[src/rtl/qsm_dim_master.sv]
// QSM DIM line master: reset, trigger and serial readout of daisy-chained DIMs.
// Optional feedback-line check is built when QSM_FB_CHECK_EN is defined.
`timescale 1ns/1ps
module qsm_dim_master #(
    parameter int CLK_DIV    = 4,
    parameter int CLK_PER_US = 100,
    parameter int RST_CYCLES = 1000
) (
    input  logic        clk_i,
    input  logic        rst_n_i,
    input  logic        ctrl_reset_i,
    input  logic        ctrl_trig_i,
    input  logic [3:0]  ctrl_last_reg_adr_i,
    input  logic [3:0]  ctrl_max_dim_no_i,
    input  logic [9:0]  ctrl_read_delay_i,
    output logic        stat_busy_o,
    output logic        stat_done_o,
    output logic        stat_err_many_o,
    output logic        stat_err_fb_o,
    output logic [3:0]  stat_dim_count_o,
    output logic        dim_rst_o,
    output logic        dim_trig_o,
    output logic        dim_sck_o,
    output logic [3:0]  dim_adr_o,
    input  logic        dim_sdi_i,
    input  logic        dim_fb_i,
    output logic        mem_we_o,
    output logic [6:0]  mem_addr_o,
    output logic [15:0] mem_data_o
);

    localparam int DW = (CLK_DIV > 1) ? $clog2(CLK_DIV) : 1;
    localparam logic [DW-1:0] DIV_LAST = DW'(CLK_DIV - 1);

    typedef enum logic [2:0] {
        IDLE, RESET, TRIG, SHIFT, STORE, DELAY
    } state_t;

    state_t        state, state_next;
    logic [31:0]   cnt;
    logic [DW-1:0] div_cnt;
    logic          sck;
    logic [4:0]    bit_cnt;
    logic [3:0]    slot, reg_idx, last_reg, max_dim, dim_count;
    logic [9:0]    delay_us;
    logic [15:0]   shreg;
    logic [7:0]    wcnt;
    logic          done, err_many;
    logic [31:0]   delay_cycles;
    logic          sample, pass_end, word_end, last_pass;

    assign delay_cycles = 32'(delay_us) * 32'(CLK_PER_US);
    assign sample    = (state == SHIFT) && sck && (div_cnt == DIV_LAST);
    assign pass_end  = sample && (bit_cnt == 5'd0) &&
                       (!dim_sdi_i || (slot == max_dim));
    assign word_end  = sample && (bit_cnt == 5'd16);
    assign last_pass = (reg_idx == last_reg);

    assign stat_done_o      = done;
    assign stat_err_many_o  = err_many;
    assign stat_dim_count_o = dim_count;
    assign dim_sck_o        = sck;
    assign dim_adr_o        = reg_idx;
    assign mem_addr_o       = wcnt[6:0];
    assign mem_data_o       = shreg;

`ifdef QSM_FB_CHECK_EN
    logic err_fb;
    assign stat_err_fb_o = err_fb;
`else
    logic unused_fb;
    assign unused_fb     = dim_fb_i;
    assign stat_err_fb_o = 1'b0;
`endif

    // State register
    always_ff @(posedge clk_i or negedge rst_n_i) begin
        if (!rst_n_i) state <= IDLE;
        else          state <= state_next;
    end

    // Next-state decode and state-derived line/memory strobes
    always_comb begin
        state_next  = state;
        stat_busy_o = (state != IDLE);
        dim_rst_o   = (state == RESET);
        dim_trig_o  = (state == TRIG);
        mem_we_o    = (state == STORE) && !wcnt[7];
        if (ctrl_reset_i) begin
            state_next = RESET;
        end else begin
            unique case (state)
                IDLE:  if (ctrl_trig_i) state_next = TRIG;
                RESET: if (cnt == 32'd1) state_next = IDLE;
                TRIG:  state_next = SHIFT;
                SHIFT: begin
                    if (word_end)
                        state_next = STORE;
                    else if (pass_end) begin
                        if (last_pass)
                            state_next = IDLE;
                        else if (delay_cycles == 32'd0)
                            state_next = SHIFT;
                        else
                            state_next = DELAY;
                    end
                end
                STORE: state_next = SHIFT;
                DELAY: if (cnt == 32'd1) state_next = SHIFT;
                default: state_next = IDLE;
            endcase
        end
    end

    // Datapath: timers, sck generation, shifting, word counter and flags
    always_ff @(posedge clk_i or negedge rst_n_i) begin
        if (!rst_n_i) begin
            cnt       <= '0;
            div_cnt   <= '0;
            sck       <= 1'b0;
            bit_cnt   <= '0;
            slot      <= '0;
            reg_idx   <= '0;
            last_reg  <= '0;
            max_dim   <= '0;
            delay_us  <= '0;
            shreg     <= '0;
            wcnt      <= '0;
            done      <= 1'b0;
            err_many  <= 1'b0;
            dim_count <= '0;
`ifdef QSM_FB_CHECK_EN
            err_fb    <= 1'b0;
`endif
        end else if (ctrl_reset_i) begin
            cnt       <= 32'(RST_CYCLES);
            div_cnt   <= '0;
            sck       <= 1'b0;
            done      <= 1'b0;
            err_many  <= 1'b0;
            dim_count <= '0;
`ifdef QSM_FB_CHECK_EN
            err_fb    <= 1'b0;
`endif
        end else begin
            unique case (state)
                IDLE: begin
                    if (ctrl_trig_i) begin
                        last_reg <= ctrl_last_reg_adr_i;
                        max_dim  <= ctrl_max_dim_no_i;
                        delay_us <= ctrl_read_delay_i;
                    end
                end
                RESET: cnt <= cnt - 32'd1;
                TRIG: begin
                    done      <= 1'b0;
                    err_many  <= 1'b0;
                    dim_count <= '0;
`ifdef QSM_FB_CHECK_EN
                    err_fb    <= 1'b0;
`endif
                    wcnt      <= '0;
                    reg_idx   <= '0;
                    slot      <= '0;
                    bit_cnt   <= '0;
                    div_cnt   <= '0;
                    sck       <= 1'b0;
                end
                SHIFT: begin
                    if (div_cnt == DIV_LAST) begin
                        div_cnt <= '0;
                        sck     <= ~sck;
                    end else begin
                        div_cnt <= div_cnt + 1'b1;
                    end
                    if (sample) begin
`ifdef QSM_FB_CHECK_EN
                        if (!dim_fb_i) err_fb <= 1'b1;
`endif
                        if (bit_cnt == 5'd0) begin
                            if (!dim_sdi_i) begin
                                if (reg_idx == 4'd0) dim_count <= slot;
                            end else if (slot == max_dim) begin
                                err_many <= 1'b1;
                            end else begin
                                bit_cnt <= 5'd1;
                            end
                        end else begin
                            shreg   <= {shreg[14:0], dim_sdi_i};
                            bit_cnt <= word_end ? 5'd0 : bit_cnt + 5'd1;
                        end
                        if (pass_end) begin
                            slot <= '0;
                            if (last_pass)
                                done <= 1'b1;
                            else if (delay_cycles == 32'd0)
                                reg_idx <= reg_idx + 4'd1;
                            else
                                cnt <= delay_cycles;
                        end
                    end
                end
                STORE: begin
                    if (!wcnt[7]) wcnt <= wcnt + 8'd1;
                    slot <= slot + 4'd1;
                end
                DELAY: begin
                    cnt <= cnt - 32'd1;
                    if (cnt == 32'd1) reg_idx <= reg_idx + 4'd1;
                end
                default: ;
            endcase
        end
    end

endmodule
[config.mk]
export PLATFORM = sky130hd
export DESIGN_NAME = qsm_dim_master
export DESIGN_NICKNAME = d
export VERILOG_FILES = /design/src/rtl/qsm_dim_master.sv
export SDC_FILE = /design/constraint.sdc
export NUM_CORES = 1
export LEC_CHECK = 0
export CAP_MARGIN = 10
export CELL_PAD_IN_SITES_DETAIL_PLACEMENT = 1
export CELL_PAD_IN_SITES_GLOBAL_PLACEMENT = 1
export CORE_MARGIN = 8
export CORE_UTILIZATION = 45
export DETAILED_ROUTE_END_ITERATION = 6
export PLACE_DENSITY = 0.83
export SLEW_MARGIN = 20
export SYNTH_ARGS = -nofsm -noshare
export SYNTH_HDL_FRONTEND = slang
export SYNTH_SLANG_ARGS = --single-unit
[constraint.sdc]
create_clock -name clk_i -period 9.6 [get_ports clk_i]
set_input_delay 1.44 -clock clk_i [delete_from_list [all_inputs] [get_ports clk_i]]
set_output_delay 1.44 -clock clk_i [all_outputs]
set_load 0.03 [all_outputs]
* Word-level counts from Yosys, hierarchy flattened
Index checks and enable logic that the tools add are counted.
** Word-level totals
- Register bits :: 99
- Bits of input ports :: 24
** Cells by class
- Reduce and logical (&&, ||, !) cells :: 35
- Add/sub/neg operators :: 6
- Muxes and demuxes :: 55
- Bitwise operators :: 3
- Multiply operators :: 1
- Eq/ne operators :: 33
** Operators by type and width (number)
- $mux 32 :: 5
- $pmux 32 s2 :: 1
- $mux 4 :: 12
- $ne 3x3->1 const B :: 11
- $eq 32x1->1 const B :: 1
- $logic_not 32->1 :: 1
- $sub 32x1->32 const B :: 1
- $mux 5 :: 5
- $mux 3 :: 8
- $pmux 4 s3 :: 2
- $reduce_and 5->1 :: 4
- $pmux 8 s2 :: 1
- $reduce_and 4->1 :: 4
- $mul 10x5->15 const B :: 1
- $ne 3x2->1 const B :: 5
- $pmux 3 s5 :: 1
- $reduce_bool 3->1 :: 5
- $mux 1 :: 11
- $ne 2x2->1 const B :: 5
- $pmux 5 s2 :: 1
- $add 4x1->4 const B :: 2
- $add 8x1->8 const B :: 1
- $eq 4x4->1 :: 2
- $mux 8 :: 1
- other kinds (25) :: 42

* Logic depth before layout (Yosys ltp)
- Depth in word-level cells :: 9
- Depth in mapped cells :: 15
- Depth with buffers taken out :: 14

* Worst setup path after synthesis
Ideal clock, no wire load.
- Path kind :: reg2reg
- Start point :: register delay_us[3]
- End point :: register reg_idx[3] (netlist: dim_adr_o[3])
- Path slack :: 5755 ps
- Setup time :: 92 ps
- Data arrival time :: 3753 ps
- Buffers on the path :: 0
- Stages on the path, launching flop included :: 15
- Cell sequence :: dfrtp_1 -> ha_1 -> ha_1 -> inv_1 -> fa_1 -> inv_1 -> ha_1 -> and3_1 -> a221oi_2 -> xnor2_1 -> nor3_1 -> nand3_1 -> o31a_1 -> or2_1 -> o31ai_2
** On the way
- Cells in the longest elaborated chain, start to end :: 4
** Ends and longest elaborated chain
- from (decl) :: RTL line 45 : logic [9:0] delay_us;
- from (signal assigned) :: RTL line 151 : delay_us <= ctrl_read_delay_i;
- $mul 10x5->15 :: RTL line 52 : assign delay_cycles = 32'(delay_us) * 32'(CLK_PER_US);
- $logic_not 32->1 :: RTL line 196 : else if (delay_cycles == 32'd0)
- $ne 2x1->1 (no line)
- $reduce_and 7->1 (no line)
- to (signal assigned) :: RTL line 197 : reg_idx <= reg_idx + 4'd1;
- to (signal assigned) :: RTL line 209 : if (cnt == 32'd1) reg_idx <= reg_idx + 4'd1;
- to (decl) :: RTL line 44 : logic [3:0] slot, reg_idx, last_reg, max_dim, dim_count;
Every way passes these cells.
A chain may end at the register's enable or synchronous reset.

* Worst setup path after layout
- Start point :: register delay_us[4]
- End point :: register cnt[16]
** On the way
- Cells in the longest elaborated chain, start to end :: 7
- Elaborated cells on any way between the ends :: 10
** Ends and longest elaborated chain
- $mul 10x5->15 * :: RTL line 52
- $mux 32 :: RTL line 196
- $mux 32 :: RTL line 194 : if (last_pass)
- $mux 32 :: RTL line 192 : if (pass_end) begin
- $mux 32 :: RTL line 176 : if (sample) begin
- $pmux 32 s2 :: RTL line 146 : unique case (state)
- $mux 32 :: RTL line 135 : end else if (ctrl_reset_i) begin
- to (signal assigned) :: RTL line 136 : cnt <= 32'(RST_CYCLES);
- to (signal assigned) :: RTL line 154 : RESET: cnt <= cnt - 32'd1;
- to (signal assigned) :: RTL line 199 : cnt <= delay_cycles;
- to (decl) :: RTL line 40 : logic [31:0] cnt;
Mark *: on every way between the ends. The rest lies on a longest branch, timed or not. The select of a mux whose other input is x is not followed.

==> metrics <==
library cells used by synthesis 75; quantity of hold-fixing buffers added after cts 0; count of antenna-violating nets left after detailed routing 0; final-stage net count 799; leading post-synthesis cells by cell area sky130_fd_sc_hd__dfrtp_1 39%, sky130_fd_sc_hd__ha_1 8.8%, sky130_fd_sc_hd__mux2_2 6.3%; setup tns final 0 ns; critical path's slowest cell sky130_fd_sc_hd__o31ai_1; antenna violations before repair 0; final number of hold-violating endpoints 0; Warnings, synthesis 0; final cell utilization of the core 53.3%; Initial Utilization 46.0%; post-layout min period 4.63 ns; share of cells above drive strength 1 11.1%; # IOs 63; initial detailed-routing violation count 266; Crit Reg-Reg Endpoint cnt[16]; placed inst area 7100 sq um; cell type contributing the most total cell area after synthesis sky130_fd_sc_hd__dfrtp_1; wire length of the first global-routing pass 30.6 mm; level count of the clock H-tree 3; wire length per cell 20.4 um; worst reg-to-reg path cell count 15; Period Utilization, post-route 48.2%; hold path start cnt[26]; PortBufs 60; Clk Latency, worst-skew pair 0.36 ns; standby leakage power 3.38 nW; start of the worst register-to-register path delay_us[4]; final std cell area, no fill 7390 sq um; data required time of the worst path 9.88 ns; Most used DFF post-synth sky130_fd_sc_hd__dfrtp_1; cell family with most CP delay compound AO/OA/AOI/OAI gates; floorplan row count 43; buffers inserted during post-CTS setup optimization 0; register cell area after layout 2480 sq um; number of antenna diodes 0; max FFs per register 32; result of the run finished clean; share of flip-flops with an asynchronous set or reset after synthesis 100%; most frequent cell after synthesis sky130_fd_sc_hd__dfrtp_1; vertical die dimension 135 um; Max Clk Rate 0.216 GHz; final RePlAce weighted congestion 0.889; type of origin of the critical path flip-flop; Reg2Reg Setup Slack 4.97 ns; RSZ-0062 raised after global routing no; Hold Path Depth 1; Min-Delay Endpoint cnt[26]; type of the worst setup path reg -> reg; clk sinks 99; post-DP HPWL 13.5 mm; Std-Cell Core Area 13,900 sq um; post-synth top area share 38.8%; horizontal extent of the die 135 um; max incr delay on CP 0.64 ns; buffers from clock root to sink, at most 2; GRT Util Overall 20.8%; post-placement setup slack 4.97 ns; transition time at the pin with the least slew margin 1.02 ns; CP endpoint kind flip-flop; maximum number of pins on one net before global-route repair 57; number of violations of the max-capacitance limit 0; most frequent cells after synthesis 99 x sky130_fd_sc_hd__dfrtp_1, 72 x sky130_fd_sc_hd__nor2_1, 55 x sky130_fd_sc_hd__nand2_1; total DRC errors in the routed layout 0; count of final max-slew check failures 0; remaining global-route overflow 0; die footprint 18,300 sq um; fraction of the yosys area taken by sequential cells 38.8%; number of enable flip-flop cells after synthesis 0; worst IR drop on VDD 0.152 mV; final worst setup slack 4.97 ns; mean cell area of the mapped netlist 9.39 sq um; number of nets produced by synthesis 754; detail-routed via count per cell 5.97; Buffers & Inverters on Critical Path 3; area added between synthesis and finish 15.8%; crit path cell chain ha_1 -> ha_1 -> inv_1 -> fa_1 -> inv_1 -> ha_1 -> a21o_1 -> a221oi_2 -> o21ai_1 -> xnor2_1 -> nand3_1 -> o31ai_1 -> buf_4 -> a22oi_1 -> o21ai_0; number of inserted filler cells in the final layout 1,582; Rel. slew slack 32.2%; number of instances in the synthesized netlist 680; Pre-antenna DRT Iters 5; area taken by multi-input logic gates 3610 sq um; clock-pin slew on the worst setup and hold paths 0.07 ns; Root Buffer sky130_fd_sc_hd__clkbuf_16; post-synth design cell area 6380 sq um; overall via count from detail_route 5,430; Num CTS Buffers 9; data arrival time of the critical path 4.91 ns; largest fanout of any net on the critical path 8; register ranked first by flip-flop count cnt; final WL 18.5 mm; setup violators final 0; TritonCTS clock tree built; final worst clock skew 0.0124 ns; worst min-delay path category reg -> reg; number of cells upsized or downsized after cts 0; cell seen most often among critical-path stages sky130_fd_sc_hd__ha_1; pwr dens 157 nW/um^2; via count of the first global-routing pass 5,909; total of flip-flops plus latches after synthesis 99
-- worst max-delay path by stage --
| stage | from | end | slack, ns | cells after the start |
|---|---|---|---|---|
| 2_1_floorplan | delay_us[3] | dim_adr_o[3] | 5.75 | 14 |
| 3_3_place_gp | delay_us[3] | cnt[16] | 5.16 | 15 |
| 6_report | delay_us[4] | cnt[16] | 4.97 | 15 |
| 3_5_place_dp | delay_us[4] | cnt[16] | 4.97 | 15 |
| 4_1_cts | delay_us[4] | cnt[16] | 4.94 | 15 |
| 5_1_grt | delay_us[4] | cnt[16] | 4.61 | 15 |
-- per-layer routing --
metal	routed length [um]	GRT usage (%)	vias to the layer above	share of wire (%)
met5	0	0	-	0
met4	387	7.46	0	2.1
met3	667	3.90	27	3.6
met2	9640	37.2	104	52
met1	7830	24.3	2748	42
li1	-	-	2551	-
-- power breakdown --
| part | internal [mW] | switching [mW] | total, mW | leakage (nW) |
|---|---|---|---|---|
| clock network | 0.183 | 0.183 | 0.367 | 0.146 |
| logic | 0.133 | 0.194 | 0.326 | 1.91 |
| registers | 0.440 | 0.0302 | 0.470 | 1.32 |
-- worst register-to-register path, cell delays in order (launching register included) --
cell and delay, ns:
sky130_fd_sc_hd__dfrtp_1 0.45, sky130_fd_sc_hd__ha_1 0.34, sky130_fd_sc_hd__ha_1 0.29, sky130_fd_sc_hd__inv_1 0.05, sky130_fd_sc_hd__fa_1 0.51, sky130_fd_sc_hd__inv_1 0.05, sky130_fd_sc_hd__ha_1 0.39, sky130_fd_sc_hd__a21o_1 0.21
sky130_fd_sc_hd__a221oi_2 0.43, sky130_fd_sc_hd__o21ai_1 0.13, sky130_fd_sc_hd__xnor2_1 0.28, sky130_fd_sc_hd__nand3_1 0.30, sky130_fd_sc_hd__o31ai_1 0.64, sky130_fd_sc_hd__buf_4 0.28, sky130_fd_sc_hd__a22oi_1 0.10, sky130_fd_sc_hd__o21ai_0 0.12
-- cell usage in the layout, fill, tap and decap left out, types with 8 or more instances in the layout --
cell type,instances
sky130_fd_sc_hd__o31ai_1,12
sky130_fd_sc_hd__xor2_1,17
sky130_fd_sc_hd__nand2b_1,8
sky130_fd_sc_hd__a21oi_1,27
sky130_fd_sc_hd__ha_1,45
sky130_fd_sc_hd__nor3_1,24
sky130_fd_sc_hd__o21ai_0,32
sky130_fd_sc_hd__nor4_1,9
sky130_fd_sc_hd__dfrtp_1,99
sky130_fd_sc_hd__clkdlybuf4s50_1,59
sky130_fd_sc_hd__nand3_1,14
sky130_fd_sc_hd__or3_1,10
sky130_fd_sc_hd__a31oi_1,12
sky130_fd_sc_hd__inv_1,38
sky130_fd_sc_hd__clkbuf_16,9
sky130_fd_sc_hd__o21ai_1,8
sky130_fd_sc_hd__nand2_1,55
sky130_fd_sc_hd__nor2_1,72
sky130_fd_sc_hd__mux2_2,36
-- cell type report --
class | instances | share of cell area [%]
Tap cell | 180 | 3.05
Clock inverter | 7 | 0.914
Inverter | 38 | 1.93
Timing Repair Buffer | 66 | 8.70
Multi-Input combinational cell | 511 | 48.9
Clock buffer | 9 | 3.05
Sequential cell | 99 | 33.5
-- cell families (layout without fill, tap and decap cells) --
group	count (synthesis)	count (layout)	synth area share (%)
simple gates	245	245	19.7
compound gates	154	154	16.5
flops	99	99	38.8
buf+inv	70	120	4.70
fa+ha+maj	50	50	10.4
mux	38	38	6.66
xor+xnor	23	23	3.15
other cells	1	1	0.0587
-- metrics by stage --
step	std cells	hold WS, ns	power, mW
after floorplan	680	0.437	0.694
final	910	0.489	1.16
after CTS	910	0.494	1.17
after global routing	910	0.537	1.22
after detailed placement	894	0.480	0.796
after global placement	894	0.465	0.771
(Power assumes the default switching activity.)
